File: config.mk
export PLATFORM = sky130hd
export DESIGN_NAME = user_mem_arbiter
export DESIGN_NICKNAME = d
export VERILOG_FILES = /design/src/rtl/user_mem_pkg.sv /design/src/rtl/rr_arb2.sv /design/src/rtl/user_mem_arbiter.sv
export SDC_FILE = /design/constraint.sdc
export NUM_CORES = 1
export LEC_CHECK = 0
export ABC_AREA = 1
export ABC_CLOCK_PERIOD_IN_PS = 7700
export BUFFER_PORTS_ARGS = -buffer_cell sky130_fd_sc_hd__buf_2
export CORE_AREA = 2 2 112 114
export DETAILED_ROUTE_END_ITERATION = 10
export DIE_AREA = 0 0 114 116
export PLACE_DENSITY_LB_ADDON = 0.12
export SLEW_MARGIN = 15
export SYNTH_ARGS = -nofsm -noshare
export SYNTH_HDL_FRONTEND = slang
export SYNTH_HIERARCHICAL = 1
export SYNTH_SLANG_ARGS = --single-unit
File: constraint.sdc
create_clock -name wb_clk_i -period 7.7 [get_ports wb_clk_i]
set_input_delay 1.54 -clock wb_clk_i [delete_from_list [all_inputs] [get_ports wb_clk_i]]
set_output_delay 1.54 -clock wb_clk_i [all_outputs]
set_load 0.02 [all_outputs]
File: src/rtl/user_mem_pkg.sv
// Shared definitions for the user-project memory arbiter: FSM states,
// default memory window, and latency counter width.
package user_mem_pkg;

    typedef enum logic [1:0] {
        IDLE,
        ACCESS,
        ACK,
        COOL
    } arb_state_t;

    localparam int          DEF_ADDR_W   = 10;
    localparam logic [31:0] DEF_BASE_ADR = 32'h3800_0000;
    localparam int          LAT_CNT_W    = 3;

endpackage

File: src/rtl/rr_arb2.sv
// Two-requester round-robin picker. The pick is combinational; the
// last-winner register only moves when the owner FSM commits a grant.
module rr_arb2 (
    input  logic wb_clk_i,
    input  logic wb_rst_i,
    input  logic req_cpu,
    input  logic req_dma,
    input  logic update,
    output logic pick_dma,
    output logic last_dma
);

    // On a tie the loser of the previous round wins; a lone requester always wins.
    always_comb begin
        if (req_cpu && req_dma) begin
            pick_dma = ~last_dma;
        end else begin
            pick_dma = req_dma;
        end
    end

    always_ff @(posedge wb_clk_i or posedge wb_rst_i) begin
        if (wb_rst_i) begin
            last_dma <= 1'b0;
        end else if (update) begin
            last_dma <= pick_dma;
        end
    end

endmodule

File: src/rtl/user_mem_arbiter.sv
// Shares the single-port user memory between the CPU Wishbone slave path and
// the DMA master, serialising accesses and generating both acknowledges.
module user_mem_arbiter
    import user_mem_pkg::*;
#(
    parameter int          ADDR_W      = DEF_ADDR_W,
    parameter logic [31:0] BASE_ADR    = DEF_BASE_ADR,
    parameter int          MEM_LATENCY = 1
) (
    input  logic              wb_clk_i,
    input  logic              wb_rst_i,
    input  logic              wbs_cyc_i,
    input  logic              wbs_stb_i,
    input  logic              wbs_we_i,
    input  logic [3:0]        wbs_sel_i,
    input  logic [31:0]       wbs_adr_i,
    input  logic [31:0]       wbs_dat_i,
    output logic              wbs_ack_o,
    output logic [31:0]       wbs_dat_o,
    input  logic              dma_cyc_i,
    input  logic              dma_stb_i,
    input  logic              dma_we_i,
    input  logic [3:0]        dma_sel_i,
    input  logic [31:0]       dma_adr_i,
    input  logic [31:0]       dma_dat_i,
    output logic              dma_ack_o,
    output logic [31:0]       dma_dat_o,
    output logic              mem_en_o,
    output logic [3:0]        mem_we_o,
    output logic [ADDR_W-1:0] mem_addr_o,
    output logic [31:0]       mem_wdata_o,
    input  logic [31:0]       mem_rdata_i,
    output logic              grant_dma_o
);

    arb_state_t           state, state_nxt;
    logic [LAT_CNT_W-1:0] lat_cnt;
    logic                 cpu_req, dma_req;
    logic                 pick_dma, owner_dma;
    logic                 grant, capture;
    logic                 owner_cyc, owner_we, aborted;
    logic                 unused_adr_bits;

    assign cpu_req   = wbs_cyc_i & wbs_stb_i &
                       (wbs_adr_i[31:ADDR_W+2] == BASE_ADR[31:ADDR_W+2]);
    assign dma_req   = dma_cyc_i & dma_stb_i;
    assign owner_cyc = owner_dma ? dma_cyc_i : wbs_cyc_i;
    assign grant_dma_o = owner_dma;

    assign unused_adr_bits = ^{wbs_adr_i[1:0], dma_adr_i[31:ADDR_W+2], dma_adr_i[1:0]};

    rr_arb2 u_rr_arb2 (
        .wb_clk_i (wb_clk_i),
        .wb_rst_i (wb_rst_i),
        .req_cpu  (cpu_req),
        .req_dma  (dma_req),
        .update   (grant),
        .pick_dma (pick_dma),
        .last_dma (owner_dma)
    );

    always_ff @(posedge wb_clk_i or posedge wb_rst_i) begin
        if (wb_rst_i) begin
            state <= IDLE;
        end else begin
            state <= state_nxt;
        end
    end

    // The mem_en_o cycle is not counted, so data is captured MEM_LATENCY cycles after it.
    always_comb begin
        state_nxt = state;
        grant     = 1'b0;
        capture   = 1'b0;
        case (state)
            IDLE: begin
                if (cpu_req || dma_req) begin
                    grant     = 1'b1;
                    state_nxt = ACCESS;
                end
            end
            ACCESS: begin
                if (!mem_en_o && lat_cnt == LAT_CNT_W'(1)) begin
                    capture   = 1'b1;
                    state_nxt = ACK;
                end
            end
            ACK:     state_nxt = COOL;
            COOL:    state_nxt = IDLE;
            default: state_nxt = IDLE;
        endcase
    end

    always_ff @(posedge wb_clk_i or posedge wb_rst_i) begin
        if (wb_rst_i) begin
            mem_en_o    <= 1'b0;
            mem_we_o    <= 4'b0000;
            mem_addr_o  <= '0;
            mem_wdata_o <= '0;
            wbs_ack_o   <= 1'b0;
            dma_ack_o   <= 1'b0;
            wbs_dat_o   <= '0;
            dma_dat_o   <= '0;
            lat_cnt     <= '0;
            owner_we    <= 1'b0;
            aborted     <= 1'b0;
        end else begin
            wbs_ack_o <= 1'b0;
            dma_ack_o <= 1'b0;
            if (grant) begin
                mem_en_o <= 1'b1;
                lat_cnt  <= LAT_CNT_W'(MEM_LATENCY);
                aborted  <= 1'b0;
                if (pick_dma) begin
                    mem_addr_o  <= dma_adr_i[ADDR_W+1:2];
                    mem_wdata_o <= dma_dat_i;
                    mem_we_o    <= dma_we_i ? dma_sel_i : 4'b0000;
                    owner_we    <= dma_we_i;
                end else begin
                    mem_addr_o  <= wbs_adr_i[ADDR_W+1:2];
                    mem_wdata_o <= wbs_dat_i;
                    mem_we_o    <= wbs_we_i ? wbs_sel_i : 4'b0000;
                    owner_we    <= wbs_we_i;
                end
            end else if (state == ACCESS) begin
                mem_en_o <= 1'b0;
                mem_we_o <= 4'b0000;
                // A dropped cycle cannot cancel the access, only its acknowledge.
                if (!owner_cyc) begin
                    aborted <= 1'b1;
                end
                if (capture) begin
                    lat_cnt <= '0;
                    if (owner_dma) begin
                        dma_ack_o <= owner_cyc && !aborted;
                        if (!owner_we) begin
                            dma_dat_o <= mem_rdata_i;
                        end
                    end else begin
                        wbs_ack_o <= owner_cyc && !aborted;
                        if (!owner_we) begin
                            wbs_dat_o <= mem_rdata_i;
                        end
                    end
                end else if (!mem_en_o) begin
                    lat_cnt <= lat_cnt - LAT_CNT_W'(1);
                end
            end
        end
    end

endmodule

After elaboration in Yosys (flattened, before gate mapping)
Index checks and enable logic that the tools add are counted.
{ "word_totals": {"reg_bits": 121, "output_inout_bits": 114, "wordCells": 76} }
{ "op_classes": {"n_addsub": 1, "n_eq_ne": 9, "mux": 34, "bitwise": 6, "n_reduce_logical": 13} }
{ "ops": {"columns": ["cell", "n"], "rows": [
  ["32-bit two-way mux", 1],
  ["20-bit by 18-bit equality test with 1-bit output, second input constant", 1],
  ["1-bit two-way mux", 20],
  ["4-bit two-way mux", 5],
  ["3-bit two-way mux", 4],
  ["10-bit two-way mux", 1],
  ["5-bit AND reduction", 2],
  ["2-bit one-hot mux with 4 select lines", 1],
  ["2-bit != test, second input constant", 3],
  ["2-bit AND reduction", 3],
  ["2-bit equality test, second input constant", 2],
  ["2-bit two-way mux", 2],
  ["1-bit AND", 3],
  ["3-bit by 1-bit equality test with 1-bit output, second input constant", 1],
  ["1-bit logical AND", 3],
  ["3-bit by 1-bit != test with 1-bit output, second input constant", 1],
  ["1-bit NOT", 3],
  ["3-bit by 1-bit subtractor with 3-bit output, second input constant", 1],
  ["2-bit by 1-bit equality test with 1-bit output, second input constant", 1],
  ["1-bit logical NOT", 2],
  ["2-bit logical NOT", 1],
  ["2-bit nonzero test", 1],
  ["1-bit logical OR", 1]
]} }

Depth between registers and ports, before layout
Gate-level depths: netlist of run 1.
{ "depth": {"word_depth": 7, "depth_mapped": 15, "mapped_depth_nobuf": 14} }

By module
The synthesis of run 1 kept the hierarchy.
{ "modules_own_cells": {"columns": ["mod", "n_inst", "cells_each", "area_per_inst_um2", "seq_area_each_um2"], "rows": [
  ["user_mem_arbiter", 1, 579, 5390.2, 3002.9],
  ["rr_arb2", 1, 8, 55.1, 25.0]
]} }

Least setup slack after synthesis of run 1
OpenSTA, ideal clock, no wires.
{ "synth_path": {"kind": "in2reg", "start": "in wbs_adr_i[29]", "end": "reg mem_wdata_o[10]", "setup_time_ns": 0.130, "arrival_time_ns": 2.833, "path_slack_ns": 4.737, "path_stages": 12, "cell_sequence": "nand2_1 > inv_1 > nand2_1 > nor2_1 > nand3_1 > inv_1 > nand2_1 > and2_1 > clkbuf_1 > buf_2 > mux2i_1 > o21ai_0"} }
{ "synth_between": {"elab_chain_len": 5} }
{ "synth_lines": {"columns": ["item", "line", "text"], "rows": [
  ["from (decl)", "user_mem_arbiter.sv:16", "input logic [31:0] wbs_adr_i,"],
  ["20-bit by 18-bit equality test with 1-bit output", "user_mem_arbiter.sv:45", "(wbs_adr_i[31:ADDR_W+2] == BASE_ADR[31:ADDR_W+2]);"],
  ["1-bit AND", "user_mem_arbiter.sv:44", "assign cpu_req = wbs_cyc_i & wbs_stb_i &"],
  ["via cpu_req", "user_mem_arbiter.sv:38", "logic cpu_req, dma_req;"],
  ["1-bit logical AND", "rr_arb2.sv:15", "if (req_cpu && req_dma) begin"],
  ["1-bit two-way mux", "rr_arb2.sv:15", null],
  ["via pick_dma", "user_mem_arbiter.sv:39", "logic pick_dma, owner_dma;"],
  ["32-bit two-way mux", "user_mem_arbiter.sv:114", "if (pick_dma) begin"],
  ["to (signal assigned)", "user_mem_arbiter.sv:116", "mem_wdata_o <= dma_dat_i;"],
  ["to (signal assigned)", "user_mem_arbiter.sv:121", "mem_wdata_o <= wbs_dat_i;"],
  ["to (decl)", "user_mem_arbiter.sv:31", "output logic [31:0] mem_wdata_o,"]
]} }
The timed path passes the listed nets, and every way through them passes these cells.
A chain may end at the register's enable or synchronous reset.

Final worst setup path of run 1
{ "layout_path": {"start": "in wbs_adr_i[29]", "end": "reg wbs_dat_o[28]"} }
{ "layout_between": {"elab_chain_len": 7} }
{ "layout_lines": {"columns": ["item", "line", "text"], "rows": [
  ["20-bit by 18-bit equality test with 1-bit output", "user_mem_arbiter.sv:45", null],
  ["1-bit AND", "user_mem_arbiter.sv:44", null],
  ["1-bit logical OR", "user_mem_arbiter.sv:77", "if (cpu_req || dma_req) begin"],
  ["1-bit two-way mux", "user_mem_arbiter.sv:77", null],
  ["1-bit two-way mux", "user_mem_arbiter.sv:75", "case (state)"],
  ["1-bit NOT (no source line)", null, null],
  ["5-bit AND reduction (no source line)", null, null],
  ["to (signal assigned)", "user_mem_arbiter.sv:142", "wbs_dat_o <= mem_rdata_i;"],
  ["to (decl)", "user_mem_arbiter.sv:19", "output logic [31:0] wbs_dat_o,"]
]} }
Every way passes these cells.

==> qor.json, run 1 <==
{
  "number_of_synthesized_register_bits": {"value": 121},
  "clkSlewWorstSetupHoldPaths": {"value": 0.05, "unit": "ns"},
  "final-seq-area": {"value": 3030, "unit": "um2"},
  "layout-area-overhead-vs-synth": {"value": 34.9, "unit": "%"},
  "fin_crit": {"value": 3.75, "unit": "ns"},
  "synthDominantCellAreaShare": {"value": 55.6, "unit": "%"},
  "fp.coreArea": {"value": 11900, "unit": "um2"},
  "synthesized_cell_area": {"value": 5450, "unit": "um2"},
  "avg_wl_per_cell": {"value": 14.6, "unit": "um"},
  "path_cells": {"value": "buf_2 -> nand2_1 -> inv_1 -> nand2_1 -> nor2_1 -> nand3_1 -> nand2_1 -> nand2_4 -> buf_4 -> nand2_4 -> nand2_1 -> nand2_1"},
  "cts_resized": {"value": 0},
  "setup_violations": {"value": 0},
  "syn_inst": {"value": 587},
  "gp_routability_congestion": {"value": 0.802},
  "fmaxAchievable": {"value": 267, "unit": "MHz"},
  "timing.slew.headroom": {"value": 45.4, "unit": "%"},
  "fin_skew": {"value": 0.00498, "unit": "ns"},
  "run_status": {"value": "completed"},
  "cts-htree-levels": {"value": 4},
  "finalCritPeriodShare": {"value": 48.7, "unit": "%"},
  "finalMaxSlewViolations": {"value": 0},
  "syn_nets": {"value": 768},
  "cts.sink_count": {"value": 121},
  "first_iter_violations": {"value": 361},
  "design.die.area": {"value": 13200, "unit": "um2"},
  "clock_tree.root_cell": {"value": "sky130_fd_sc_hd__clkbuf_16"},
  "worstSetupStartpointType": {"value": "primary input"},
  "grt_start_max_net_pins": {"value": 86},
  "pin_count": {"value": 290},
  "setup-tns-final": {"value": 0, "unit": "ns"},
  "ys_async_rst_share": {"value": 100, "unit": "%"},
  "detailed_place_hpwl": {"value": 10.4, "unit": "mm"},
  "die_width": {"value": 114, "unit": "um"},
  "synth.yosys.seq_area_share": {"value": 55.6, "unit": "%"},
  "timing.critical_path.slowest_stage_cell": {"value": "sky130_fd_sc_hd__buf_4"},
  "globalRouteTotalUtil": {"value": 22.7, "unit": "%"},
  "final_nets": {"value": 1023},
  "power_leakage": {"value": 0.00421, "unit": "uW"},
  "grt_setup_unrepaired": {"value": "false"},
  "final_layout_size_suffix_gt1_share": {"value": 36.5, "unit": "%"},
  "drv.max_cap_violation_count": {"value": 0},
  "yosys.cell_types.count": {"value": 25},
  "avgSynthCellArea": {"value": 9.28, "unit": "um2"},
  "min_path_type": {"value": "register to register"},
  "synth_top_cell_by_area": {"value": "sky130_fd_sc_hd__dfrtp_1"},
  "fillers": {"value": 1042},
  "p_per_area": {"value": 387, "unit": "nW/um2"},
  "timing.critical_path.arrival": {"value": 4.04, "unit": "ns"},
  "antenna_left": {"value": 0},
  "detail_route.vias_per_cell": {"value": 4.89},
  "critical_path_peak_fanout": {"value": 85},
  "synthMostInstantiatedCell": {"value": "sky130_fd_sc_hd__nand2_1"},
  "route.vias.total": {"value": 4909},
  "number_of_antenna_violations_at_the_first_check_in_global_routing": {"value": 2},
  "grt_overflow_total": {"value": 0},
  "most_frequent_cell_on_the_critical_path": {"value": "sky130_fd_sc_hd__nand2_1"},
  "grt_first_pass_wirelength": {"value": 23.4, "unit": "mm"},
  "post_cts_setup_driven_buffer_insertion_count": {"value": 0},
  "dpl-instance-area": {"value": 6760, "unit": "um2"},
  "multi_input_area": {"value": 2110, "unit": "um2"},
  "stdcell_area": {"value": 7350, "unit": "um2"},
  "fp-row-count": {"value": 40},
  "drc_errors": {"value": 0},
  "max_slew.worst_pin.slew": {"value": 0.820, "unit": "ns"},
  "numPortBuffers": {"value": 265},
  "leading_post_synthesis_cells_by_cell_area": {"value": "sky130_fd_sc_hd__dfrtp_1 56%, sky130_fd_sc_hd__nand2_1 14%, sky130_fd_sc_hd__mux2i_1 7.7%, sky130_fd_sc_hd__nand3_1 6.9%, sky130_fd_sc_hd__o21ai_0 4.0%"},
  "clock_tree_from_tritoncts": {"value": "yes"},
  "cts_inserted_buffers": {"value": 17},
  "via_count_of_the_first_global_routing_pass": {"value": 4820},
  "crit_path_end_kind": {"value": "register"},
  "clk_path_buf_depth": {"value": 2},
  "wl": {"value": 14.7, "unit": "mm"},
  "cp_data_required_time": {"value": 7.99, "unit": "ns"},
  "synth_enable_flop_cells": {"value": 0},
  "power.ir.vdd_worst": {"value": 0.175, "unit": "mV"},
  "detailedRoute.firstPassIterationCount": {"value": 4},
  "starting_utilization_of_the_core_area": {"value": 45.7, "unit": "%"},
  "cts_hold_buf": {"value": 0},
  "clock_insertion_delay_at_the_later_pin_of_the_skew_report": {"value": 0.40, "unit": "ns"},
  "synthTopCellsByCount": {"value": "209 x sky130_fd_sc_hd__nand2_1, 121 x sky130_fd_sc_hd__dfrtp_1, 75 x sky130_fd_sc_hd__nand3_1, 43 x sky130_fd_sc_hd__o21ai_0, 42 x sky130_fd_sc_hd__mux2i_1"},
  "post-layout-total-power": {"value": 2850, "unit": "uW"},
  "dominantRegCellSynth": {"value": "sky130_fd_sc_hd__dfrtp_1"},
  "die_height": {"value": 116, "unit": "um"},
  "hold_viol": {"value": 0},
  "max_stage_delay": {"value": 0.73, "unit": "ns"},
  "yosysWarningCount": {"value": 6},
  "setup.worst_path.class": {"value": "primary input to register"}
}
[logic make-up after synthesis]
family                   after synthesis  synth area share, %
flip-flops                           121                 55.6
AO/OA/AOI/OAI                         53                 5.28
adder cells (fa/ha/maj)                5                 1.15
AND/OR/NAND/NOR                      312                 24.4
buffers and inverters                 54                 5.84
multiplexers                          42                 7.72
[final cells by class]
class                           instances  share of cell area, %
Timing Repair Buffer                  270                   18.6
Antenna cell                            2                 0.0681
Multi-Input combinational cell        412                   28.7
Inverter                               20                   1.06
Clock inverter                          8                   1.28
Tap cell                              147                   2.50
Clock buffer                           23                   6.64
Sequential cell                       121                   41.2
[layer usage]
layer	vias up	wire, um	track usage (%)	share of wire [%]
met1	2243	5840	27.7	40
met2	209	7280	37.1	50
met5	-	0	0	0
met4	0	378	10.6	2.6
li1	2429	-	-	-
met3	28	1180	7.17	8.0
[flip-flops by register name, summed over array words and instances (netlist names), 2 cells and up]
name / count
state: 2
mem_wdata_o: 32
mem_we_o: 4
wbs_dat_o: 32
lat_cnt: 3
dma_dat_o: 32
mem_addr_o: 10
[final timing paths]
kind                                      startpoint                              to  slack, ns  cells after the start
max                                    wbs_adr_i[29]       wbs_dat_o[28]$_DFFE_PP0P_       3.95                     12
min                        dma_dat_o[18]$_DFFE_PP0P_       dma_dat_o[18]$_DFFE_PP0P_       0.47                      2
max reg2reg                     state[0]$_DFFE_PP0P_       wbs_dat_o[28]$_DFFE_PP0P_       4.89                      7
min reg2reg                dma_dat_o[18]$_DFFE_PP0P_       dma_dat_o[18]$_DFFE_PP0P_       0.47                      2
max in group asynchronous                   wb_rst_i            mem_en_o$_DFFE_PP0P_       5.14                      3
min in group asynchronous                   wb_rst_i  u_rr_arb2/last_dma$_DFFE_PP0P_       0.99                      2
[cells in the final DEF (no fill, tap or decap), types with 16 or more instances in the layout]
master	instances
sky130_fd_sc_hd__clkbuf_16	17
sky130_fd_sc_hd__nand2_1	209
sky130_fd_sc_hd__dfrtp_1	121
sky130_fd_sc_hd__inv_1	16
sky130_fd_sc_hd__o21ai_0	43
sky130_fd_sc_hd__mux2i_1	42
sky130_fd_sc_hd__nor2_1	18
sky130_fd_sc_hd__nand3_1	75
sky130_fd_sc_hd__buf_2	265
[worst max-delay path: cells and delay by family]
family | cells | cell delay, ns
AND/OR/NAND/NOR | 9 | 1.57
buffers and inverters | 3 | 0.87
[power by group]
part	internal [uW]	switching [uW]
Sequential	890	142
Clock	506	271
Combinational	344	694
[metrics by stage]
stage	std cells	setup WS [ns]	util (%)	hold slack, ns
5_1_grt	1003	3.65	61.7	0.484
6_report	1003	3.95	61.7	0.465
4_1_cts	1001	3.94	61.6	0.467
2_1_floorplan	587	2.97	-	0.467
3_3_place_gp	970	3.59	56.7	0.448
3_5_place_dp	970	3.53	56.7	0.454
Power figures use the tool's default switching activity.
==> run 2, diff against run 1 <==
ABC_CLOCK_PERIOD_IN_PS = 3050   (was 7700)
CORE_AREA = 2 2 119 121   (was 2 2 112 114)
DIE_AREA = 0 0 121 123   (was 0 0 114 116)
clock period = 3.05 ns   (was 7.7 ns; I/O delays follow)
==> run 2 against run 1 <==
Compared with the run above:
- largest power group unchanged
- clock skew is 0.0028 ns higher
- flip-flop and latch count did not move
- register-to-register slack got worse by 3.9 ns
==> qor.json, run 2 (synthesized netlist as in run 1, its figures left out) <==
{
  "fin_skew": {"value": 0.00781, "unit": "ns", "change": "+0.00283 ns"},
  "cts-htree-levels": {"value": 4, "change": "unchanged"},
  "number_of_antenna_violations_at_the_first_check_in_global_routing": {"value": 0, "change": "-2"},
  "grt_first_pass_wirelength": {"value": 22.8, "unit": "mm", "change": "-2.8%"},
  "starting_utilization_of_the_core_area": {"value": 40.0, "unit": "%", "change": "-5.7 points"},
  "final-seq-area": {"value": 3030, "unit": "um2", "change": "unchanged"},
  "avg_wl_per_cell": {"value": 13.9, "unit": "um", "change": "-5.1%"},
  "design.die.area": {"value": 14900, "unit": "um2", "change": "+13%"},
  "die_height": {"value": 123, "unit": "um", "change": "+6.0%"},
  "detail_route.vias_per_cell": {"value": 4.72, "change": "-3.7%"},
  "cts.sink_count": {"value": 121, "change": "unchanged"},
  "final_layout_size_suffix_gt1_share": {"value": 36.9, "unit": "%", "change": "+0.34 points"},
  "grt_start_max_net_pins": {"value": 105, "change": "+22%"},
  "route.vias.total": {"value": 4890, "change": "-0.39%"},
  "cp_data_required_time": {"value": 3.33, "unit": "ns", "change": "-4.66 ns"},
  "grt_overflow_total": {"value": 0, "change": "unchanged"},
  "cts_resized": {"value": 0, "change": "unchanged"},
  "worst_r2r_endpoint": {"value": "dma_dat_o[25]$_DFFE_PP0P_"},
  "final_nets": {"value": 1025, "change": "+0.20%"},
  "critical_path_peak_fanout": {"value": 26, "change": "-69%"},
  "antenna-diode-count": {"value": 0, "change": "-2"},
  "globalRouteTotalUtil": {"value": 19.7, "unit": "%", "change": "-3.1 points"},
  "finalMaxSlewViolations": {"value": 0, "change": "unchanged"},
  "fmaxAchievable": {"value": 461, "unit": "MHz"},
  "wl": {"value": 14.4, "unit": "mm", "change": "-1.9%"},
  "worst_r2r_startpoint": {"value": "state[1]$_DFFE_PP0P_"},
  "fillers": {"value": 1285, "change": "+23%"},
  "multi_input_area": {"value": 2110, "unit": "um2", "change": "unchanged"},
  "via_count_of_the_first_global_routing_pass": {"value": 4703, "change": "-2.4%"},
  "setup-tns-final": {"value": 0, "unit": "ns", "change": "unchanged"},
  "detailedRoute.firstPassIterationCount": {"value": 4, "change": "unchanged"},
  "timing.slew.headroom": {"value": 44.2, "unit": "%", "change": "-1.1 points"},
  "clkSlewWorstSetupHoldPaths": {"value": 0.05, "unit": "ns", "change": "about the same"},
  "worst-r2r-setup-slack": {"value": 0.99, "unit": "ns", "change": "-3.90 ns"},
  "timing.critical_path.arrival": {"value": 2.44, "unit": "ns", "change": "-1.60 ns"},
  "run_status": {"value": "completed"},
  "clk_path_buf_depth": {"value": 2, "change": "unchanged"},
  "dpl-instance-area": {"value": 6840, "unit": "um2", "change": "+1.2%"},
  "layout-area-overhead-vs-synth": {"value": 36.1, "unit": "%"},
  "r2r.worst_path.cells": {"value": 11, "change": "+4"},
  "fp-row-count": {"value": 43, "change": "+7.5%"},
  "power_leakage": {"value": 0.00422, "unit": "uW", "change": "+0.19%"},
  "leading_cell_types_in_the_layout_fill_and_taps_excluded": {"value": "265 x sky130_fd_sc_hd__buf_2, 209 x sky130_fd_sc_hd__nand2_1, 121 x sky130_fd_sc_hd__dfrtp_1"},
  "fin_crit": {"value": 2.17, "unit": "ns"},
  "clock_tree.root_cell": {"value": "sky130_fd_sc_hd__clkbuf_16"},
  "grt_setup_unrepaired": {"value": "false"},
  "layout_top_registers": {"value": "dma_dat_o x32, mem_wdata_o x32, wbs_dat_o x32"},
  "hold_viol": {"value": 0, "change": "unchanged"},
  "stdcell_area": {"value": 7410, "unit": "um2", "change": "+0.92%"},
  "numPortBuffers": {"value": 265, "change": "unchanged"},
  "clock_insertion_delay_at_the_later_pin_of_the_skew_report": {"value": 0.41, "unit": "ns", "change": "about the same"},
  "pin_count": {"value": 290, "change": "unchanged"},
  "mostFrequentLayoutCell": {"value": "sky130_fd_sc_hd__buf_2"},
  "p_per_area": {"value": 961, "unit": "nW/um2", "change": "+150%"},
  "setup.worst_path.class": {"value": "primary input to register"},
  "min_path_type": {"value": "primary input to async pin"},
  "fp.coreArea": {"value": 13600, "unit": "um2", "change": "+14%"},
  "cts_hold_buf": {"value": 0, "change": "unchanged"},
  "detailed_place_hpwl": {"value": 10.4, "unit": "mm", "change": "-0.54%"},
  "drv.max_cap_violation_count": {"value": 0, "change": "unchanged"},
  "antenna_left": {"value": 0, "change": "unchanged"},
  "max_slew.worst_pin.slew": {"value": 0.837, "unit": "ns", "change": "+0.0169 ns"},
  "setup_violations": {"value": 0, "change": "unchanged"},
  "finalCritPeriodShare": {"value": 71.1, "unit": "%"},
  "utilization": {"value": 54.5, "unit": "%", "change": "-7.2 points"},
  "drc_errors": {"value": 0, "change": "unchanged"},
  "cts_inserted_buffers": {"value": 17, "change": "unchanged"},
  "clock_tree_from_tritoncts": {"value": "yes"},
  "power.ir.vdd_worst": {"value": 0.384, "unit": "mV", "change": "+120%"},
  "first_iter_violations": {"value": 232, "change": "-36%"},
  "post_cts_setup_driven_buffer_insertion_count": {"value": 0, "change": "unchanged"},
  "gp_routability_congestion": {"value": 0.769, "change": "-4.2%"},
  "die_width": {"value": 121, "unit": "um", "change": "+6.1%"},
  "crit_path_end_kind": {"value": "register"},
  "worstSetupStartpointType": {"value": "primary input"}
}
==> run 2: cell type report <==
class | count | area share (%)
timing repair buffer | 272 | 18.9
sequential | 121 | 40.8
inverter | 20 | 1.06
clock inverter | 13 | 1.74
multi-input combinational | 412 | 28.4
tap | 180 | 3.04
clock buffer | 19 | 5.97
==> run 2: metal layers <==
layer	part of all wire, %	track usage [%]	wire length (um)	up-vias
met5	0	0	0	-
met4	1.9	8.07	272	0
met3	8.7	6.37	1250	23
met2	48	31.9	6910	210
met1	41	24.3	5970	2220
li1	-	-	-	2437
==> run 2: through the flow <==
stage | hold slack [ns] | total power [uW] | worst slack, ns | std cells
2_1_floorplan | 0.339 | 4290 | 0.971 | 587
3_3_place_gp | 0.448 | 5200 | 0.492 | 1005
3_5_place_dp | 0.454 | 5270 | 0.409 | 1005
4_1_cts | 0.0382 | 7220 | 0.849 | 1037
5_1_grt | 0.0473 | 7630 | 0.675 | 1037
6_report | 0.0587 | 7120 | 0.882 | 1037
==> run 2: power breakdown <==
part           internal [uW]  switching [uW]
clock network           1210             692
logic                    881            1740
registers               2250             355
==> run 2: worst max-delay path by stage <==
stage | start | to | slack (ns)
after detailed placement | wbs_adr_i[29] | mem_wdata_o[23]$_DFFE_PP0P_ | 0.41
after global routing | wbs_adr_i[29] | mem_wdata_o[28]$_DFFE_PP0P_ | 0.68
after global placement | wbs_adr_i[29] | mem_addr_o[8]$_DFFE_PP0P_ | 0.49
final | wbs_adr_i[29] | mem_addr_o[1]$_DFFE_PP0P_ | 0.88
after CTS | wbs_adr_i[29] | mem_wdata_o[23]$_DFFE_PP0P_ | 0.85
after floorplan | wb_rst_i | aborted$_DFFE_PP0P_ | 0.97
==> run 2: critical path: stages <==
cell and delay (ns):
sky130_fd_sc_hd__buf_2 0.09, sky130_fd_sc_hd__nand2_1 0.05, sky130_fd_sc_hd__inv_1 0.03, sky130_fd_sc_hd__nand2_1 0.04, sky130_fd_sc_hd__nor2_1 0.04, sky130_fd_sc_hd__nand3_1 0.14, sky130_fd_sc_hd__inv_1 0.06, sky130_fd_sc_hd__nand2_1 0.07
sky130_fd_sc_hd__and2_2 0.67, sky130_fd_sc_hd__buf_12 0.27, sky130_fd_sc_hd__mux2i_1 0.23, sky130_fd_sc_hd__o21ai_0 0.11
==> run 3, diff against run 2 <==
ABC_AREA = 0   (was 1)
ABC_CLOCK_PERIOD_IN_PS = 1870   (was 3050)
CORE_AREA = 2 2 117 119   (was 2 2 119 121)
DIE_AREA = 0 0 119 121   (was 0 0 121 123)
clock period = 1.87 ns   (was 3.05 ns; I/O delays follow)
==> run 3 against run 2 <==
Compared with the run above:
- the flow now finishes with violations (setup timing)
- first-iteration DRC count shrank 21%
- sequential share of layout area shrank 3.3 points
- via count is 9.4% lower
- utilization is 7.2 points higher
- final cell count shrank 13%
- combinational power up 92%
- die area shrank 3.3%
- area after synthesis is 4.5% lower
- hold slack improved by 0.15 ns
- register-to-register slack worse by 1.2 ns
- final area increased by 8.8%
- highest routed layer unchanged
==> qor.json, run 3 <==
{
  "syn_inst": {"value": 408, "change": "-30%"},
  "fp.coreArea": {"value": 13100, "unit": "um2", "change": "-3.9%"},
  "die_height": {"value": 121, "unit": "um", "change": "-1.6%"},
  "layout-area-overhead-vs-synth": {"value": 55.2, "unit": "%"},
  "worstSetupStartpointType": {"value": "register"},
  "timing.critical_path.arrival": {"value": 2.33, "unit": "ns", "change": "-0.11 ns"},
  "gp_routability_congestion": {"value": 0.728, "change": "-5.3%"},
  "fp-row-count": {"value": 42, "change": "-2.3%"},
  "globalRouteTotalUtil": {"value": 20.7, "unit": "%", "change": "+1.0 points"},
  "grt_first_pass_wirelength": {"value": 23.1, "unit": "mm", "change": "+1.3%"},
  "via_count_of_the_first_global_routing_pass": {"value": 4596, "change": "-2.3%"},
  "fmaxAchievable": {"value": 489, "unit": "MHz"},
  "number_of_antenna_violations_at_the_first_check_in_global_routing": {"value": 0, "change": "unchanged"},
  "clock_insertion_delay_at_the_later_pin_of_the_skew_report": {"value": 0.41, "unit": "ns", "change": "about the same"},
  "final-instance-count-excl-fill": {"value": 901, "change": "-13%"},
  "cts_inserted_buffers": {"value": 17, "change": "unchanged"},
  "grt_start_max_net_pins": {"value": 78, "change": "-26%"},
  "setup_violations": {"value": 77, "change": "+77"},
  "cts.sink_count": {"value": 121, "change": "unchanged"},
  "worst_r2r_startpoint": {"value": "state[1]$_DFFE_PP0P_"},
  "worst_setup_path_startpoint": {"value": "state[1]$_DFFE_PP0P_"},
  "clock_tree_from_tritoncts": {"value": "yes"},
  "hold_viol": {"value": 0, "change": "unchanged"},
  "p_per_area": {"value": 1590, "unit": "nW/um2", "change": "+65%"},
  "drc_errors": {"value": 0, "change": "unchanged"},
  "first_iter_violations": {"value": 184, "change": "-21%"},
  "avg_wl_per_cell": {"value": 16.1, "unit": "um", "change": "+16%"},
  "crit_path_end_kind": {"value": "register"},
  "worst_r2r_endpoint": {"value": "wbs_dat_o[28]$_DFFE_PP0P_"},
  "final_layout_size_suffix_gt1_share": {"value": 57.8, "unit": "%", "change": "+21 points"},
  "synth_top_cell_by_area": {"value": "sky130_fd_sc_hd__dfrtp_1"},
  "drv.max_cap_violation_count": {"value": 0, "change": "unchanged"},
  "fin_crit": {"value": 2.04, "unit": "ns"},
  "detail_route.vias_per_cell": {"value": 4.92, "change": "+4.2%"},
  "synthMostInstantiatedCell": {"value": "sky130_fd_sc_hd__dfrtp_1"},
  "antenna-diode-count": {"value": 0, "change": "unchanged"},
  "max_slew.worst_pin.slew": {"value": 0.558, "unit": "ns", "change": "-0.279 ns"},
  "detailedRoute.firstPassIterationCount": {"value": 4, "change": "unchanged"},
  "synthDominantCellAreaShare": {"value": 58.3, "unit": "%", "change": "+2.7 points"},
  "synth.yosys.seq_area_share": {"value": 58.3, "unit": "%", "change": "+2.7 points"},
  "avgSynthCellArea": {"value": 12.7, "unit": "um2", "change": "+37%"},
  "run_status": {"value": "finished, violations left"},
  "worst-r2r-setup-slack": {"value": -0.17, "unit": "ns", "change": "-1.16 ns"},
  "r2r.worst_path.cells": {"value": 9, "change": "-2"},
  "syn_nets": {"value": 589, "change": "-23%"},
  "finalCritPeriodShare": {"value": 109, "unit": "%"},
  "antenna_left": {"value": 0, "change": "unchanged"},
  "finalMaxSlewViolations": {"value": 0, "change": "unchanged"},
  "synthesized_cell_area": {"value": 5200, "unit": "um2", "change": "-4.5%"},
  "layout_top_registers": {"value": "dma_dat_o x32, mem_wdata_o x32, wbs_dat_o x32"},
  "numPlacedInstances": {"value": 850, "change": "-15%"},
  "design.die.area": {"value": 14400, "unit": "um2", "change": "-3.3%"},
  "dominantRegCellSynth": {"value": "sky130_fd_sc_hd__dfrtp_1"},
  "number_of_synthesized_register_bits": {"value": 121, "change": "unchanged"},
  "yosys.cell_types.count": {"value": 37, "change": "+48%"},
  "pin_count": {"value": 290, "change": "unchanged"},
  "dpl_worst_slack": {"value": -0.340, "unit": "ns", "change": "-0.749 ns"},
  "grt_overflow_total": {"value": 0, "change": "unchanged"},
  "clkSlewWorstSetupHoldPaths": {"value": 0.05, "unit": "ns", "change": "about the same"},
  "critical_path_peak_fanout": {"value": 7, "change": "-73%"},
  "power.ir.vdd_worst": {"value": 0.683, "unit": "mV", "change": "+78%"},
  "power_leakage": {"value": 0.00410, "unit": "uW", "change": "-2.8%"},
  "fin_skew": {"value": 0.00737, "unit": "ns", "change": "-0.000442 ns"},
  "final_nets": {"value": 894, "change": "-13%"},
  "wl": {"value": 14.5, "unit": "mm", "change": "+0.95%"},
  "cts-htree-levels": {"value": 4, "change": "unchanged"},
  "timing.slew.headroom": {"value": 62.8, "unit": "%", "change": "+19 points"},
  "cp_data_required_time": {"value": 2.16, "unit": "ns", "change": "-1.17 ns"},
  "mostFrequentLayoutCell": {"value": "sky130_fd_sc_hd__buf_2"},
  "synthTopCellsByCount": {"value": "121 x sky130_fd_sc_hd__dfrtp_1, 55 x sky130_fd_sc_hd__mux2_2, 50 x sky130_fd_sc_hd__nor2_1, 46 x sky130_fd_sc_hd__a21oi_1, 43 x sky130_fd_sc_hd__mux2i_1"},
  "yosysWarningCount": {"value": 6, "change": "unchanged"},
  "clock_tree.root_cell": {"value": "sky130_fd_sc_hd__clkbuf_16"},
  "leading_cell_types_in_the_layout_fill_and_taps_excluded": {"value": "265 x sky130_fd_sc_hd__buf_2, 121 x sky130_fd_sc_hd__dfrtp_1, 54 x sky130_fd_sc_hd__mux2_4"},
  "ys_async_rst_share": {"value": 100, "unit": "%", "change": "unchanged"},
  "violations": {"value": "setup timing"},
  "numPortBuffers": {"value": 265, "change": "unchanged"},
  "postLayoutSetupSlackWorst": {"value": -0.174, "unit": "ns", "change": "-1.06 ns"},
  "starting_utilization_of_the_core_area": {"value": 39.7, "unit": "%", "change": "-0.28 points"},
  "detailed_place_hpwl": {"value": 9.98, "unit": "mm", "change": "-3.8%"},
  "synth_enable_flop_cells": {"value": 0, "change": "unchanged"},
  "setup.worst_path.end": {"value": "wbs_dat_o[28]$_DFFE_PP0P_"},
  "die_width": {"value": 119, "unit": "um", "change": "-1.7%"},
  "leading_post_synthesis_cells_by_cell_area": {"value": "sky130_fd_sc_hd__dfrtp_1 58%, sky130_fd_sc_hd__mux2_2 12%, sky130_fd_sc_hd__mux2i_1 8.3%, sky130_fd_sc_hd__a21oi_1 4.4%, sky130_fd_sc_hd__nor2_1 3.6%"},
  "min_path_type": {"value": "primary input to register"},
  "grt_setup_unrepaired": {"value": "true"},
  "setup.worst_path.class": {"value": "register to register"},
  "route.vias.total": {"value": 4429, "change": "-9.4%"},
  "clk_path_buf_depth": {"value": 2, "change": "unchanged"}
}
[run 3: cell count changes after synthesis, sizes merged, moves of 12 or more]
cell | previous run | this run
nand3 | 75 | 2
nand2 | 212 | 13
mux2 | 0 | 66
inv | 20 | 8
a21oi | 2 | 46
o21ai | 44 | 6
nor2 | 20 | 50
[run 3: layout make-up]
cell class | instances | area [um2]
Inverter | 8 | 33.8
Clock buffer | 23 | 478
Fill cell | 1115 | 5020
Clock inverter | 8 | 143
Tap cell | 176 | 220
Timing Repair Buffer | 308 | 1880
Sequential cell | 121 | 3030
Multi-Input combinational cell | 257 | 2280
[run 3: report_power, final]
group	internal, uW	switching, uW
registers	3720	636
clock network	2320	1090
logic	2300	2730
total	8340	4450
[run 3: cells by family (layout without fill, tap and decap cells)]
family,Yosys count,in the layout,synth area share [%]
AO/OA/AOI/OAI,61,61,6.84
buffers and inverters,30,347,3.27
multiplexers,109,109,22.7
flip-flops,121,121,58.3
AND/OR/NAND/NOR,82,82,7.78
adder cells (fa/ha/maj),5,5,1.20
[run 3: worst min path at each step]
stage | depth (start not counted) | slack (ns) | from | end
after floorplan | 1 | 0.10 | wb_rst_i | u_rr_arb2/last_dma$_DFFE_PP0P_
after global placement | 2 | 0.25 | wb_rst_i | u_rr_arb2/last_dma$_DFFE_PP0P_
after detailed placement | 2 | 0.25 | wb_rst_i | u_rr_arb2/last_dma$_DFFE_PP0P_
after CTS | 2 | 0.18 | mem_rdata_i[13] | dma_dat_o[13]$_DFFE_PP0P_
after global routing | 2 | 0.19 | mem_rdata_i[6] | dma_dat_o[6]$_DFFE_PP0P_
final | 2 | 0.21 | mem_rdata_i[27] | wbs_dat_o[27]$_DFFE_PP0P_
[run 3: critical path: stages, from the launching register on]
cell	delay, ns
sky130_fd_sc_hd__dfrtp_1	0.38
sky130_fd_sc_hd__inv_2	0.08
sky130_fd_sc_hd__ha_4	0.13
sky130_fd_sc_hd__inv_2	0.03
sky130_fd_sc_hd__or3_4	0.41
sky130_fd_sc_hd__nor4_4	0.17
sky130_fd_sc_hd__buf_6	0.18
sky130_fd_sc_hd__buf_12	0.11
sky130_fd_sc_hd__buf_12	0.13
sky130_fd_sc_hd__mux2_4	0.30
[run 3: timing repair]
| action | in CTS | in global routing |
|---|---|---|
| setup endpoints to repair | 106 | 114 |
| hold buffers | 1 | 0 |
| resized for setup | 74 | 21 |
| pin swaps | 2 | 4 |
| buffers inserted | 11 | 5 |
| gates cloned | 6 | 0 |
| endpoints found under the hold margin | 1 | 0 |
[run 3: per-layer routing]
layer | GRT usage, % | vias up | wire length (um) | part of all wire (%)
met1 | 24.2 | 2166 | 5850 | 40
met4 | 8.33 | 0 | 225 | 1.5
met2 | 35.0 | 196 | 7270 | 50
met3 | 7.00 | 20 | 1200 | 8.2
li1 | - | 2047 | - | -
met5 | 0 | - | 0 | 0
[run 3: metrics by stage]
step	utilization, %	total power, uW	hold WS (ns)	cell area (um2)	TNS [ns]
after floorplan	-	6970	0.103	5220	-14.30
after CTS	60.9	12800	0.182	7960	-12.50
after detailed placement	52.3	8740	0.246	6840	-29.64
after global routing	61.6	13600	0.195	8070	-17.49
final	61.6	12800	0.212	8070	-9.28
after global placement	52.3	8600	0.248	6840	-25.83
